[config.mk]
export PLATFORM = sky130hd
export DESIGN_NAME = pwm_symbol_transmitter
export DESIGN_NICKNAME = d
export VERILOG_FILES = /design/src/rtl/pwm_symbol_transmitter.sv
export SDC_FILE = /design/constraint.sdc
export NUM_CORES = 1
export LEC_CHECK = 0
export ABC_CLOCK_PERIOD_IN_PS = 2400
export BUFFER_PORTS_ARGS = -buffer_cell sky130_fd_sc_hd__buf_2
export CORE_MARGIN = 2
export CORE_UTILIZATION = 45
export DETAILED_ROUTE_END_ITERATION = 8
export PLACE_DENSITY_LB_ADDON = 0.1
export SETUP_SLACK_MARGIN = 0.5
export SYNTH_ARGS = -nofsm -noshare
export SYNTH_HDL_FRONTEND = slang
export SYNTH_SLANG_ARGS = --single-unit
export TNS_END_PERCENT = 50
[constraint.sdc]
create_clock -name clk -period 2.4 [get_ports clk]
set_input_delay 0.12 -clock clk [delete_from_list [all_inputs] [get_ports clk]]
set_output_delay 0.12 -clock clk [all_outputs]
set_load 0.02 [all_outputs]
[src/rtl/pwm_symbol_transmitter.sv]
// Serialises a command word onto one wire as fixed-period PWM symbols:
// one START symbol, DATA_W data symbols MSB first, then one all-low STOP symbol.
module pwm_symbol_transmitter #(
    parameter int DATA_W     = 8,
    parameter int BIT_PERIOD = 25,
    parameter int T0_HIGH    = 8,
    parameter int T1_HIGH    = 16,
    parameter int START_HIGH = 24
) (
    input  logic              clk,
    input  logic              reset,
    input  logic              en,
    input  logic              tx_valid,
    input  logic [DATA_W-1:0] tx_data,
    output logic              tx_ready,
    output logic              tx_out,
    output logic              busy,
    output logic              frame_done
);

    localparam int CW = $clog2(BIT_PERIOD);
    localparam int BW = (DATA_W > 1) ? $clog2(DATA_W) : 1;
    localparam logic [CW-1:0] K_LAST = CW'(BIT_PERIOD - 1);
    localparam logic [BW-1:0] B_LAST = BW'(DATA_W - 1);

    generate
        if (!(DATA_W >= 1 && 0 < T0_HIGH && T0_HIGH < T1_HIGH &&
              T1_HIGH < START_HIGH && START_HIGH < BIT_PERIOD)) begin : g_bad_params
            $error("pwm_symbol_transmitter: illegal DATA_W or timing parameters");
        end
    endgenerate

    typedef enum logic [1:0] {
        IDLE  = 2'd0,
        START = 2'd1,
        DATA  = 2'd2,
        STOP  = 2'd3
    } state_t;

    state_t            state, state_next;
    logic [CW-1:0]     sym_cnt, sym_cnt_next;
    logic [BW-1:0]     bit_cnt, bit_cnt_next;
    logic [DATA_W-1:0] shift_reg, shift_next;
    logic              tx_out_next;
    logic              accept;
    logic              sym_end;

    // High time of a symbol; IDLE and STOP never drive the line high.
    function automatic logic [CW-1:0] high_time(input state_t s, input logic msb);
        logic [CW-1:0] h;
        case (s)
            START:   h = CW'(START_HIGH);
            DATA:    h = msb ? CW'(T1_HIGH) : CW'(T0_HIGH);
            default: h = '0;
        endcase
        return h;
    endfunction

    assign tx_ready   = en && (state == IDLE) && !reset;
    assign busy       = (state != IDLE);
    assign accept     = tx_valid && tx_ready;
    assign sym_end    = (sym_cnt == K_LAST);
    assign frame_done = en && !reset && (state == STOP) && sym_end;

    always_comb begin
        state_next   = state;
        sym_cnt_next = sym_cnt;
        bit_cnt_next = bit_cnt;
        shift_next   = shift_reg;

        case (state)
            IDLE: begin
                if (accept) begin
                    state_next   = START;
                    sym_cnt_next = '0;
                    bit_cnt_next = '0;
                    shift_next   = tx_data;
                end
            end
            START: begin
                if (sym_end) begin
                    state_next   = DATA;
                    sym_cnt_next = '0;
                end else begin
                    sym_cnt_next = sym_cnt + CW'(1);
                end
            end
            DATA: begin
                if (sym_end) begin
                    sym_cnt_next = '0;
                    shift_next   = shift_reg << 1;
                    if (bit_cnt == B_LAST) begin
                        state_next   = STOP;
                        bit_cnt_next = '0;
                    end else begin
                        bit_cnt_next = bit_cnt + BW'(1);
                    end
                end else begin
                    sym_cnt_next = sym_cnt + CW'(1);
                end
            end
            STOP: begin
                if (sym_end) begin
                    state_next   = IDLE;
                    sym_cnt_next = '0;
                end else begin
                    sym_cnt_next = sym_cnt + CW'(1);
                end
            end
            default: state_next = IDLE;
        endcase

        // Line level is decided from the position being entered, so the
        // registered output lines up with the counter it belongs to.
        tx_out_next = (sym_cnt_next < high_time(state_next, shift_next[DATA_W-1]));
    end

    always_ff @(posedge clk) begin
        if (reset) begin
            state     <= IDLE;
            sym_cnt   <= '0;
            bit_cnt   <= '0;
            shift_reg <= '0;
            tx_out    <= 1'b0;
        end else if (en) begin
            state     <= state_next;
            sym_cnt   <= sym_cnt_next;
            bit_cnt   <= bit_cnt_next;
            shift_reg <= shift_next;
            tx_out    <= tx_out_next;
        end
    end

endmodule
* Word-level counts from Yosys, hierarchy flattened
Cells that the tools add are included.
** Storage, ports and cells
- Register bits after elaboration :: 19
- Latch bits :: 0
- RAM bits :: 0
- ROM bits :: 0
- Input port bits :: 12
- Output and inout port bits :: 4
- Logic and storage cells :: 48
- Memories kept :: 0
** Operators by class
- Add/sub/neg operators :: 2
- Multiply operators :: 0
- Divide/modulo/power cells :: 0
- $lt $le $gt $ge :: 1
- Equality and inequality tests :: 9
- Shift-type cells :: 0
- Mux-type cells :: 18
- Bitwise gates (word level) :: 0
- Reduce and logical (&&, ||, !) cells :: 12
** Operators with widths (count)
- 5-bit case mux with 2 select lines :: 2
- 8-bit 2-to-1 mux :: 2
- 8-bit case mux with 2 select lines :: 1
- 5-bit 2-to-1 mux :: 3
- 2-bit 2-to-1 mux :: 5
- 3-bit 2-to-1 mux :: 3
- 2-bit case mux with 4 select lines :: 1
- 2-bit equality test (second input constant) :: 3
- 1-bit logical AND :: 6
- 3-bit case mux with 2 select lines :: 1
- 5-bit by 1-bit adder with 5-bit output (second input constant) :: 1
- 5-bit equality test (second input constant) :: 1
- 5-bit less-than comparator :: 1
- 2-bit by 1-bit equality test with 1-bit output (second input constant) :: 2
- 2-bit inequality test (second input constant) :: 2
- 4-bit AND reduction :: 1
- 2-bit nonzero test :: 2
- 3-bit by 1-bit adder with 3-bit output (second input constant) :: 1
- 3-bit equality test (second input constant) :: 1
- 3-bit OR reduction :: 1
- 2-bit zero test :: 1
- 1-bit zero test :: 1

* Logic depth before layout (Yosys ltp)
- Depth in word-level cells :: 9
- Depth in mapped cells :: 16
- Depth with buffers taken out :: 14

* Worst setup path before layout
OpenSTA, ideal clock, no wires.
- Path kind :: register -> register
- Start :: register sym_cnt[0]
- End :: register tx_out
- Setup time :: 0.092 ns
- Arrival :: 2.374 ns
- Data required time :: 2.308 ns
- Slack :: -0.066 ns
- Stages on the path, launching flop included :: 14
- Buffers on the path :: 1
- Clock period less this slack :: 2.466 ns
- Cell sequence :: dfxtp_1 inv_1 ha_1 and4b_1 buf_4 a31o_2 o21ai_1 inv_1 ha_1 o21bai_1 ha_1 nor2_1 o211ai_1 o32ai_1
** Between the ends
- Cells in the longest elaborated chain, start to end :: 6
- Elaborated cells between the ends (all ways) :: 16
- Those cells by class :: 1 x add/sub; 1 x order compare; 3 x eq/ne; 11 x mux
** Ends and longest elaborated chain
- start, declared :: line 41 : logic [CW-1:0] sym_cnt, sym_cnt_next;
- start signal, assigned :: line 127 : sym_cnt <= sym_cnt_next;
- 5-bit equality test (*) :: line 62 : assign sym_end = (sym_cnt == K_LAST);
- 2-bit 2-to-1 mux (on tied branches) :: line 103, 81, 89
- 2-bit case mux with 4 select lines (*) :: line 71 : case (state)
- net state_next[0] :: line 40 : state_t state, state_next;
- 2-bit equality test or 2-bit by 1-bit equality test with 1-bit output (tied branches) :: line 51 : case (s)
- 5-bit case mux with 2 select lines (*) :: line 51
- 5-bit less-than comparator (*) :: line 115 : tx_out_next = (sym_cnt_next < high_time(state_next, shift_next[DATA_W-1]));
- end signal, assigned :: line 130 : tx_out <= tx_out_next;
- end, declared :: line 16 : output logic tx_out,
The timed path passes the listed nets; every way through them passes the cells marked *. The select of a mux whose other input is x is not followed.
A chain may end at the register's enable or synchronous reset.

* Worst setup path after layout
- Start :: register sym_cnt[0]
- End :: register tx_out
** Between the ends
- Cells in the longest elaborated chain, start to end :: 6
- Elaborated cells between the ends (all ways) :: 16
- Those cells by class :: 1 x add/sub; 1 x order compare; 3 x eq/ne; 11 x mux
** Ends and longest elaborated chain
- 5-bit equality test :: line 62
- 2-bit 2-to-1 mux, or another cell as far along :: line 103 : if (sym_end) begin
- 2-bit case mux with 4 select lines or 8-bit case mux with 2 select lines (tied branches) :: line 71
- 2-bit equality test, or another cell as far along :: line 51
- 5-bit case mux with 2 select lines :: line 51
- 5-bit less-than comparator (*) :: line 115
Every way passes the cells marked *; elsewhere a longest branch is shown, timed or not. The select of a mux whose other input is x is not followed.

==> impl_results.md <==
* P per Cell Area at 378 nW/um^2
* Die Span Y at 55.6 um
* Bufs on Longest Clock Path at 2
* Clk Latency, worst-skew pair at 300 ps
* Max incr delay on CP at 350 ps
* Num ports at 16
* Cells after synthesis at 152
* Final HPWL DP at 2.13 mm
* Fin. Hold Viols at 0
* CP endpoint kind: flip-flop
* # H-tree levels at 1
* Ant. Diodes at 0
* Worst hold margin at 92.8 ps
* Most frequent cells in the layout: 20 x a21oi_1, 17 x nand3_1, 16 x dfxtp_1, 16 x buf_4, 15 x buf_2
* RSZ-0062 raised after global routing: yes
* Critical Path, Cell by Cell: inv_2 > ha_4 > and4b_2 > a31o_4 > o21ai_4 > ha_4 > inv_2 > a31oi_1 > o21bai_1 > ha_2 > nor3_2 > a21oi_1 > o32ai_2
* Starting Density at 0.478
* Max FFs per register at 8
* Avg Synthesized Cell Area at 7.87 sq um
* Worst EP arrival at 2640 ps
* Total number of vias at 1213
* TritonCTS Sinks at 19
* Layout Utilization at 0.616
* Hold Path Class: input port to flip-flop
* Slew margin rel. at 0.611
* First-pass GRT wire length at 5.08 mm
* Max frequency at 409 MHz
* Max Cap Viol at 0
* Global placement routability congestion at 0.827
* Sequential element share of the synthesized area at 0.318
* DR WL/cell at 14.6 um
* Worst Setup Start Kind: flip-flop
* Kind of critical path: flip-flop to flip-flop
* CTS tree: built
* Clk slew on worst S/H paths at 120 ps
* Register Area at 387 sq um
* Area leader, netlist: dfxtp_1
* Unique cell type count in the Yosys netlist at 39
* Drt initial violations at 19
* Top post-synthesis cells by area: dfxtp_1 32%, a21oi_1 8.4%, ha_1 7.3%, nand3_1 7.1%, o21ai_1 5.0%
* Yosys reg bits at 19
* Core area at 2500 sq um
* Die Wd at 55.6 um
* Fin nets at 198
* WP data required at 2600 ps
* Layout cells sized above 1 at 0.354
* YS warnings at 0
* Max FO, Critical Path at 3
* Fin crit share at 1.02
* Skew final at 10.2 ps
* Vias in the first global route at 1126
* Worst-Margin Slew at 583 ps
* # DRC at 0
* Gr usage total at 0.205
* Synth top area share at 0.318
* Initial antenna violation count at 0
* Worst vdd ir at 0.285 mV
* Drt pass-1 iters at 4
* Mapped Area at 1200 sq um
* Pleak at 0.615 nW
* Final min period at 2440 ps
* IO Port Bufs at 15
* Synth Net Count at 171
* Multi-input gate area at 823 sq um
* Die Footprint at 3090 sq um
* Final WS setup at -42.4 ps
* Status: finished, violations left
* Pin count of the biggest net entering global routing at 22
* # rows at 18
* ANT nets after route at 0
* DRT Wirelength at 3.03 mm
* Slowest cell on crit path: dfxtp_2
* Area grow syn2layout at 28.8%
* Failing checks: setup timing
* Total gr overflow at 0
* Root Buffer: clkbuf_4
* Via density per instance at 5.83
* Placed inst area at 1380 sq um
* Slew Viols, Final at 0
* Finish-stage setup viols at 1
* Commonest non-fill, non-tap cell in the layout: a21oi_1
* Fillers at 228
* Final instance area at 1540 sq um
* CTS buffer count at 3
-- path summary, 6_finish.rpt --
check	startpoint	end	slack (ps)	depth (start not counted)
max reg2reg	sym_cnt[0]	tx_out	-40	13
min	tx_data[0]	shift_reg[0]	90	3
max	sym_cnt[0]	tx_out	-40	13
min reg2reg	shift_reg[4]	shift_reg[4]	490	2
-- per-stage QoR --
| step | TNS (ps) | setup slack, ps | power [mW] | instances |
|---|---|---|---|---|
| after detailed placement | -57.8 | -57.8 | 0.409 | 199 |
| after CTS | 0 | 0.998 | 0.584 | 207 |
| final | -42.4 | -42.4 | 0.581 | 208 |
| after floorplan | 0 | 6.12 | 0.380 | 152 |
| after global routing | -142 | -142 | 0.609 | 208 |
| after global placement | 0 | 29.2 | 0.407 | 199 |
-- synth_stat cells (all sizes together) --
cell,n
o22ai,1
a31o,1
a32oi,1
nand4b,2
dfxtp,19
a22oi,1
nand2,6
and4b,1
or4b,1
nor2b,2
o32ai,1
o21bai,1
nor4b,1
a211oi,2
nor3,4
and3b,1
buf,7
o211ai,1
o21ai,15
a41oi,1
a21o,7
xor2,2
and3,2
nand3,17
nand3b,1
a221o,1
and2,1
inv,9
a21oi,20
nor2,9
ha,7
o21a,1
clkbuf,5
a31oi,1
-- layer usage --
| layer | vias to the layer above | wire length [um] | track usage |
|---|---|---|---|
| met5 | - | 0 | 0 |
| li1 | 603 | - | - |
| met4 | 0 | 57 | 0.0836 |
| met3 | 8 | 122 | 0.0234 |
| met2 | 32 | 1440 | 0.350 |
| met1 | 570 | 1420 | 0.260 |
-- critical path: cells and delay by family, from the launching register on --
kind | cells | cell delay, ps
AO/OA/AOI/OAI | 6 | 960
adder cells (fa/ha/maj) | 3 | 640
flip-flops | 1 | 350
AND/OR/NAND/NOR | 2 | 310
buffers and inverters | 2 | 80
-- report_power, final --
group          leakage, nW  internal, mW  switching, mW
clock               0.0150        0.0647          0.105
sequential           0.155         0.318        0.00352
combinational        0.445        0.0379         0.0517
-- area by class of cell --
class	instances	area share
Sequential cell	19	0.251
Inverter	9	0.0219
Timing Repair Buffer	34	0.151
Clock buffer	4	0.0171
Multi-Input combinational cell	112	0.535
Tap cell	30	0.0244
-- cell families after synthesis --
kind of cell | share of synthesized area
adder cells (fa/ha/maj) | 0.0732
AND/OR/NAND/NOR | 0.232
XOR/XNOR | 0.0146
buffers and inverters | 0.0816
AO/OA/AOI/OAI | 0.280
flip-flops | 0.318
-- repair_timing --
action,CTS,global route
hold buffers,0,0
pin swaps,7,4
gates resized for setup,12,9
endpoints found under the setup margin,2,5
buffers inserted,4,1
Power figures use the tool's default switching activity.
